<file path="src/rtl/regfile_arbiter.sv">
// rtl/regfile_arbiter.sv - two-requester arbiter for a single shared register file port
// Optional macro REGFILE_ARB_FIXED_PRIO_EN: requester 0 always wins ties (default round-robin).
module regfile_arbiter #(
  parameter int WIDTH = 16,
  parameter int ADDR  = 3
) (
  input  logic             clk,
  input  logic             reset,
  input  logic             req0,
  input  logic             req1,
  input  logic             wr0,
  input  logic             wr1,
  input  logic [ADDR-1:0]  addr0,
  input  logic [ADDR-1:0]  addr1,
  input  logic [WIDTH-1:0] wdata0,
  input  logic [WIDTH-1:0] wdata1,
  output logic [1:0]       gnt,
  output logic [1:0]       done,
  output logic [WIDTH-1:0] rdata,
  output logic             rf_wr_en,
  output logic             rf_rd_en,
  output logic [ADDR-1:0]  rf_addr,
  output logic [WIDTH-1:0] rf_wdata,
  input  logic [WIDTH-1:0] rf_rdata
);

  typedef enum logic [1:0] {IDLE, ACCESS, WAIT, DONE} state_t;

  state_t           state_q, state_d;
  logic [1:0]       gnt_q, gnt_d;
  logic [1:0]       done_q, done_d;
  logic [WIDTH-1:0] rdata_q, rdata_d;
  logic             rf_wr_en_q, rf_wr_en_d;
  logic             rf_rd_en_q, rf_rd_en_d;
  logic [ADDR-1:0]  rf_addr_q, rf_addr_d;
  logic [WIDTH-1:0] rf_wdata_q, rf_wdata_d;
  logic             wr_q, wr_d;
  logic             win;

`ifdef REGFILE_ARB_FIXED_PRIO_EN
  always_comb win = ~req0;
`else
  // last_q names the requester granted most recently; a tie goes to the other one
  logic last_q, last_d;

  always_comb begin
    win = req1;
    if (req0 && req1) win = ~last_q;
  end

  always_comb begin
    last_d = last_q;
    if (state_q == IDLE && (req0 || req1)) last_d = win;
  end

  always_ff @(posedge clk or posedge reset) begin
    if (reset) last_q <= 1'b1;
    else       last_q <= last_d;
  end
`endif

  always_comb begin
    state_d    = state_q;
    gnt_d      = gnt_q;
    done_d     = 2'b00;
    rdata_d    = rdata_q;
    rf_wr_en_d = 1'b0;
    rf_rd_en_d = 1'b0;
    rf_addr_d  = rf_addr_q;
    rf_wdata_d = rf_wdata_q;
    wr_d       = wr_q;
    case (state_q)
      IDLE: begin
        if (req0 || req1) begin
          gnt_d      = win ? 2'b10 : 2'b01;
          wr_d       = win ? wr1 : wr0;
          rf_addr_d  = win ? addr1 : addr0;
          rf_wdata_d = win ? wdata1 : wdata0;
          // strobes are registered, so they are raised on the way into ACCESS
          rf_wr_en_d = wr_d;
          rf_rd_en_d = ~wr_d;
          state_d    = ACCESS;
        end
      end
      ACCESS: state_d = WAIT;
      WAIT: begin
        if (!wr_q) rdata_d = rf_rdata;
        done_d  = gnt_q;
        state_d = DONE;
      end
      DONE: begin
        gnt_d   = 2'b00;
        state_d = IDLE;
      end
      default: state_d = IDLE;
    endcase
  end

  always_ff @(posedge clk or posedge reset) begin
    if (reset) begin
      state_q    <= IDLE;
      gnt_q      <= '0;
      done_q     <= '0;
      rdata_q    <= '0;
      rf_wr_en_q <= 1'b0;
      rf_rd_en_q <= 1'b0;
      rf_addr_q  <= '0;
      rf_wdata_q <= '0;
      wr_q       <= 1'b0;
    end else begin
      state_q    <= state_d;
      gnt_q      <= gnt_d;
      done_q     <= done_d;
      rdata_q    <= rdata_d;
      rf_wr_en_q <= rf_wr_en_d;
      rf_rd_en_q <= rf_rd_en_d;
      rf_addr_q  <= rf_addr_d;
      rf_wdata_q <= rf_wdata_d;
      wr_q       <= wr_d;
    end
  end

  assign gnt      = gnt_q;
  assign done     = done_q;
  assign rdata    = rdata_q;
  assign rf_wr_en = rf_wr_en_q;
  assign rf_rd_en = rf_rd_en_q;
  assign rf_addr  = rf_addr_q;
  assign rf_wdata = rf_wdata_q;

endmodule

</file>
<file path="config.mk">
export PLATFORM = sky130hd
export DESIGN_NAME = regfile_arbiter
export DESIGN_NICKNAME = d
export VERILOG_FILES = /design/src/rtl/regfile_arbiter.sv
export SDC_FILE = /design/constraint.sdc
export NUM_CORES = 1
export LEC_CHECK = 0
export ABC_CLOCK_PERIOD_IN_PS = 1600
export CELL_PAD_IN_SITES_DETAIL_PLACEMENT = 0
export CELL_PAD_IN_SITES_GLOBAL_PLACEMENT = 1
export CORE_MARGIN = 10
export CORE_UTILIZATION = 26
export CTS_BUF_LIST = sky130_fd_sc_hd__clkbuf_16
export CTS_CLUSTER_SIZE = 16
export DETAILED_ROUTE_END_ITERATION = 8
export PLACE_DENSITY = 0.8
export SYNTH_ARGS = -nofsm -noshare
export SYNTH_HDL_FRONTEND = slang
export SYNTH_SLANG_ARGS = --single-unit
export TNS_END_PERCENT = 10
</file>
<file path="constraint.sdc">
create_clock -name clk -period 1.6 [get_ports clk]
set_input_delay 0.32 -clock clk [delete_from_list [all_inputs] [get_ports clk]]
set_output_delay 0.32 -clock clk [all_outputs]
set_load 0.1 [all_outputs]
</file>
Yosys cells after proc, flatten, opt, wreduce, memory -nomap -nowiden

Index checks and enable logic that the tools add are counted.

Flip-flop bits (word level): 45
Output and inout port bits: 41
Bits of input ports: 60
Word-level logic and storage cells: 39

Mux-type cells: 14
Equality and inequality tests: 4
Reductions and logical operators: 8
Bitwise logic cells: 3

Operators with widths:

| kind                                                             | number |
|---|---|
| 16-bit two-way mux                                               | 1 |
| 2-bit two-way mux                                                | 4 |
| 2-bit case mux with 4 select lines                               | 1 |
| 1-bit two-way mux                                                | 6 |
| 2-bit AND reduction                                              | 3 |
| 2-bit == test (second input constant)                            | 2 |
| 2-bit case mux with 2 select lines                               | 1 |
| 3-bit two-way mux                                                | 1 |
| 1-bit NOT                                                        | 3 |
| 2-bit by 1-bit == test with 1-bit output (second input constant) | 1 |
| 1-bit logical AND                                                | 2 |
| 2-bit logical NOT                                                | 1 |
| 2-bit by 1-bit != test with 1-bit output (second input constant) | 1 |
| 2-bit nonzero test                                               | 1 |
| 1-bit logical OR                                                 | 1 |

Depth between registers and ports, before layout

Gate-level depths: netlist (run 1).

Depth after elaboration: 6
Depth in mapped cells: 7
Mapped depth without buffers: 5

Least setup slack after synthesis (run 1)

OpenSTA, ideal clock, no wires.

Kind: reg-to-reg
Start point: reg state_q[0]
End point: reg rdata_q[0], in the netlist rdata[0]
Period minus slack after synthesis: 1.529 ns
Slack: 0.071 ns
Data arrival time: 1.400 ns
Stages on the path, launching flop included: 7
Cell sequence: dfrtp_1 inv_1 ha_1 nor2b_1 buf_2 buf_6 mux2_1

Word-level cells in the longest chain between the ends: 2

RTL lines:

| element                              | line | RTL |
|---|---|---|
| from (decl)                          | 29   | `state_t state_q, state_d;` |
| from (signal assigned)               | 111  | `state_q <= state_d;` |
| 2-bit == test                        | 72   | `case (state_q)` |
| 2-bit AND reduction (no source line) | --   |  |
| to (signal assigned)                 | 114  | `rdata_q <= rdata_d;` |
| to (decl)                            | 32   | `logic [WIDTH-1:0] rdata_q, rdata_d;` |

Every way passes these cells.
A chain may end at the register's enable or synchronous reset.

Worst setup path after layout (run 1)

Start point: reg state_q[0]
End point: reg state_q[1]

Word-level cells in the longest chain between the ends: 2
Elaborated cells on any way between the ends: 6
Classes of those cells: 4 x eq/ne; 1 x mux; 1 x reduce/logical

RTL lines:

| element                                                                                        | line |
|---|---|
| 2-bit == test, or another cell as far along                                                    | 72 |
| 2-bit case mux with 4 select lines or 2-bit by 1-bit != test with 1-bit output (tied branches) | -- |

Parallel ways exist; a longest one is shown, timed or not.

==> out/results.tsv, run 1 <==
metric	value	unit
outcome	complete, no violations	
ctsHoldBuffers	0	
synth_compound_area_share	9.85	%
cts_max_level	2	
clkTransAtPathRegs	0.06	ns
core.rowCount	31	
placeableCoreArea	7250	sq um
synth_cells	178	
fin_nets	351	
finalSetupViolations	0	
cts_setup_buffers	0	
postRouteAntennaNets	0	
drv_slew	0	
synth-xor-area-share	0	%
cp.required	1.76	ns
grt_usage	9.91	%
wirelength	5600	um
ctsResizeCount	0	
crit_type	register to register	
hold_class	primary input to async pin	
hold_viol	0	
globalRouteOverflowTotal	0	
drt_pass1_iterations	4	
gp_congestion	0.736	
cp-end-kind	register	
cts_max_path_buffers	2	
clockRootBuffer	clkbuf_16	
synth_area	1940	sq um
ys_warn_count	0	
antenna_found_initial	0	
cts_tree	built	
max-cap-violations	0	
start_kind	register	
fin_skew	0.00333	ns
syn_nets	242	
min_period_over_period	93.7	%
viasPerCell	4.28	
vias	1655	
final.min_clock_period	1.50	ns
maxSlewHeadroom	75.8	%
grt_pass1_vias	1824	
cts_buffers	5	
worst_pin_slew	0.362	ns
setup_tns	0	ns
final_area	3730	sq um
die_area	11300	sq um
grt_pass1_wl	9240	um
n_antenna_cell	0	
ys_seq_elements	45	
muxShareOfSynthArea	10.4	%
fin_ws	0.101	ns
nFillCells	638	
area_growth	91.9	%
die_y	106	um
holdWs	0.334	ns
postPlaceCellArea	3560	sq um
wl_per_cell	14.5	um
hpwl	4670	um
synth_top_family_by_area	simple AND/OR/NAND/NOR gates	
clock_latency	0.28	ns
portBuffers	100	
seq_area_frac_synth	58.0	%
grt_max_degree	31	
yosys.area_share.adder	2.58	%
dp_slack	-0.0627	ns
post-route-drc-count	0	
fmax	667	MHz
syn-mean-instance-area	10.9	sq um
io_pins	101	
start_util	26.8	%
fp.dieW	106	um
synthSimpleGateAreaFrac	14.3	%
critPathMaxFanout	4	
arrival	1.66	ns
drive_gt1_share	23.3	%
cts.sinks	45	
drt_iter0_markers	52	
rsz0062_at_grt	false	
synth.distinct_cells	25	
## state kept, by name (all words and copies together), names as in the netlist
| signal | cells |
|---|---|
| rdata | 16 |
| rf_wdata | 16 |
| gnt | 2 |
| done | 2 |
| wr_q | 1 |
| state_q | 2 |
| last_q | 1 |
| rf_addr | 3 |
| rf_wr_en | 1 |
| rf_rd_en | 1 |
## per-stage QoR
| step | utilization [%] | cells |
|---|---|---|
| after floorplan | - | 178 |
| after global placement | 49.1 | 379 |
| after detailed placement | 49.1 | 379 |
| after CTS | 51.4 | 387 |
| after global routing | 51.4 | 387 |
| final | 51.4 | 387 |
## layout by cell type (no fill, tap or decap), types with 2 or more instances in the layout
cell             synthesis  final
clkdlybuf4s50_1          0     59
buf_12                   0     46
dfrtp_1                 44     44
nand2_1                 38     38
nor2_1                  20     20
a31oi_1                 20     20
mux2_1                  17     17
buf_4                    1      8
clkbuf_16                0      5
inv_1                    4      4
ha_1                     4      4
a21oi_1                  3      3
and2_1                   3      3
nor2b_1                  3      2
## kinds of logic (layout without fill, tap and decap cells)
kind of cell             after synthesis  count (layout)
flip-flops                            45              45
multiplexers                          18              18
buffers and inverters                 15             125
AO/OA/AOI/OAI                         29              29
AND/OR/NAND/NOR                       67              67
adder cells (fa/ha/maj)                4               4
## worst max-delay path, stage by stage (launching register included)
cell     delay, ns
dfrtp_1       0.38
inv_1         0.12
ha_1          0.23
nor3b_2       0.30
mux2_1        0.35
## path summary, 6_finish.rpt
kind,startpoint,to,slack (ns),cells past startpoint
setup / recovery,state_q[0],state_q[1],0.10,4
hold / removal,reset,rf_wdata[13],0.33,2
setup reg to reg,state_q[0],state_q[1],0.10,4
hold reg to reg,last_q,last_q,0.55,2
max in group asynchronous,reset,state_q[0],0.84,3
min in group clk,last_q,last_q,0.55,2
## Yosys cell counts
master / n / area share (%)
dfrtp_1: 44 / 57
nand2_1: 38 / 7.3
a31oi_1: 20 / 6.4
nor2_1: 20 / 3.9
mux2_1: 17 / 9.9
buf_2: 7 / 1.8
ha_1: 4 / 2.6
inv_1: 4 / 0.77
a21oi_1: 3 / 0.77
and2_1: 3 / 0.97
nor2b_1: 3 / 0.97
buf_6: 2 / 1.2
a21bo_2: 1 / 0.52
a21boi_1: 1 / 0.39
a32o_1: 1 / 0.52
buf_4: 1 / 0.39
buf_8: 1 / 0.77
dfstp_2: 1 / 1.4
mux2i_1: 1 / 0.52
nand3_1: 1 / 0.26
nor3_1: 1 / 0.26
nor3b_2: 1 / 0.64
o21a_1: 1 / 0.39
o21bai_1: 1 / 0.39
o2bb2ai_1: 1 / 0.45
## per-layer routing
metal  part of all wire [%]  track usage, %
met3                    8.9            4.77
met2                     47            16.7
met4                    1.1            2.42
met5                      0               0
met1                     43            11.1
## cell type report
| class | instances | area [sq um] | share of cell area (%) |
|---|---|---|---|
| Clock buffer | 5 | 125 | 3.36 |
| Clock inverter | 3 | 38.8 | 1.04 |
| Inverter | 4 | 15.0 | 0.403 |
| Multi-Input combinational cell | 118 | 727 | 19.5 |
| Sequential cell | 45 | 1130 | 30.2 |
| Tap cell | 99 | 124 | 3.32 |
| Timing Repair Buffer | 113 | 1570 | 42.1 |
Power of run 1 is left out: the tool's default activity adds up to more than one toggle a clock period on the data nets, which glitch-free logic cannot reach.
==> run 2, diff against run 1 <==
- ABC_CLOCK_PERIOD_IN_PS: 1600 -> 1500
- CORE_UTILIZATION: 26 -> 29
- PLACE_DENSITY: 0.8 -> 0.84
- clock period: 1.6 -> 1.5 ns (I/O delays scaled with it)
==> run 2 against run 1 <==
Effect of this change:
- final cell count decreased by 5.7%
- die area decreased by 8.4%
- non-clock buffer count unchanged
- clock skew about the same
- hold slack got worse by 0.091 ns
- flip-flop and latch count unchanged
- setup slack got worse by 0.058 ns
- critical path depth unchanged
- global-route usage increased by 1.2 points
- via count decreased by 1.1%
- highest routed layer unchanged
==> out/results.tsv, run 2 (same netlist as run 1, synthesis figures left out) <==
metric	value	unit	change
final_area	3730	sq um	about the same
viasPerCell	4.48		+4.9%
start_kind	register		
grt_pass1_vias	1842		+0.99%
post-route-drc-count	0		unchanged
globalRouteOverflowTotal	0		unchanged
postRouteAntennaNets	0		unchanged
hpwl	4700	um	+0.83%
rr_startpoint	state_q[1]		
portBuffers	100		unchanged
setup_tns	0	ns	unchanged
post-route-util	58.1	%	+6.7 points
crit_family	flip-flops		
hold_viol	0		unchanged
cts_max_level	2		unchanged
io_pins	101		unchanged
fin_skew	0.00361	ns	+0.000282 ns
grt_pass1_wl	9070	um	-1.8%
cp.required	1.66	ns	-0.10 ns
fmax	686	MHz	+2.9%
drive_gt1_share	23.6	%	+0.35 points
crit_start	state_q[1]		
cts_max_path_buffers	2		unchanged
drv_slew	0		unchanged
wl_per_cell	15.8	um	+9.4%
fin_nets	351		unchanged
max-cap-violations	0		unchanged
hold_class	primary input to async pin		
finalSetupViolations	0		unchanged
core.rowCount	29		-6.5%
clock_latency	0.28	ns	about the same
area_growth	92.0	%	about the same
ctsHoldBuffers	0		unchanged
cts.sinks	45		unchanged
die_area	10400	sq um	-8.4%
fp.dieW	102	um	-4.3%
final_common_cell	clkdlybuf4s50_1		
postPlaceCellArea	3530	sq um	-0.98%
clockRootBuffer	clkbuf_16		
slowest_stage	dfrtp_1		
critPathMaxFanout	4		unchanged
crit_buf_inv	1		unchanged
placeableCoreArea	6420	sq um	-11%
arrival	1.62	ns	-0.04 ns
min_period_over_period	97.2	%	+3.5 points
outcome	complete, no violations		
n_antenna_cell	0		unchanged
slowest_delay	0.41	ns	+0.03 ns
maxSlewHeadroom	83.1	%	+7.3 points
cts_tree	built		
antenna_found_initial	0		unchanged
dp_cells	356		-6.1%
crit_type	register to register		
start_util	30.3	%	+3.5 points
mostFrequentLayoutCells	clkdlybuf4s50_1 (59), buf_12 (46), dfrtp_1 (44), nand2_1 (38)		
drt_iter0_markers	18		-65%
cp-end-kind	register		
cp_cell_sequence	inv_1 > ha_1 > nor3b_2 > mux2_1		
final.min_clock_period	1.46	ns	-0.0417 ns
worst_pin_slew	0.252	ns	-0.110 ns
rsz0062_at_grt	true		
cts_buffers	5		unchanged
gp_congestion	0.673		-8.6%
vias	1637		-1.1%
wirelength	5780	um	+3.2%
clkTransAtPathRegs	0.06	ns	about the same
layoutNonFillerInstCount	365		-5.7%
grt_usage	11.1	%	+1.2 points
die_y	102	um	-4.3%
drt_pass1_iterations	4		unchanged
grt_max_degree	31		unchanged
## run 2: timing repair
| item | in CTS | in global routing |
|---|---|---|
| gates resized for setup | 2 | 3 |
| setup endpoints to repair | 17 | 33 |
| hold endpoints to repair | 0 | 0 |
| buffers inserted | 0 | 0 |
| gates cloned | 0 | 1 |
## run 2: cell type report
class                           count  area, sq um
Sequential cell                    45         1130
Timing Repair Buffer              113         1590
Tap cell                           77         96.3
Multi-Input combinational cell    118          739
Inverter                            4         15.0
Clock buffer                        5          125
Fill cell                         549         2690
Clock inverter                      3         37.5
## run 2: final timing paths
check | endpoint | slack [ns] | cells after the start
max reg2reg | state_q[1] | 0.04 | 4
min in group clk | rdata[7] | 0.55 | 1
min | state_q[1] | 0.24 | 2
min reg2reg | rdata[7] | 0.55 | 1
max in group asynchronous | last_q | 0.82 | 3
max | state_q[1] | 0.04 | 4
## run 2: per-layer routing
| metal | global-route usage [%] | routed length (um) |
|---|---|---|
| met5 | 0 | 0 |
| met4 | 1.95 | 9 |
| met3 | 6.48 | 621 |
| met2 | 19.3 | 2870 |
| met1 | 11.5 | 2270 |
## run 2: stage by stage
stage | hold slack [ns] | setup WS (ns)
global placement | 0.528 | -0.132
floorplan | 0.370 | 0.00346
detailed placement | 0.545 | -0.204
CTS | 0.243 | 0.0202
finish | 0.243 | 0.0427
global route | 0.259 | -0.0239
Power of run 2 is left out for the same reason.
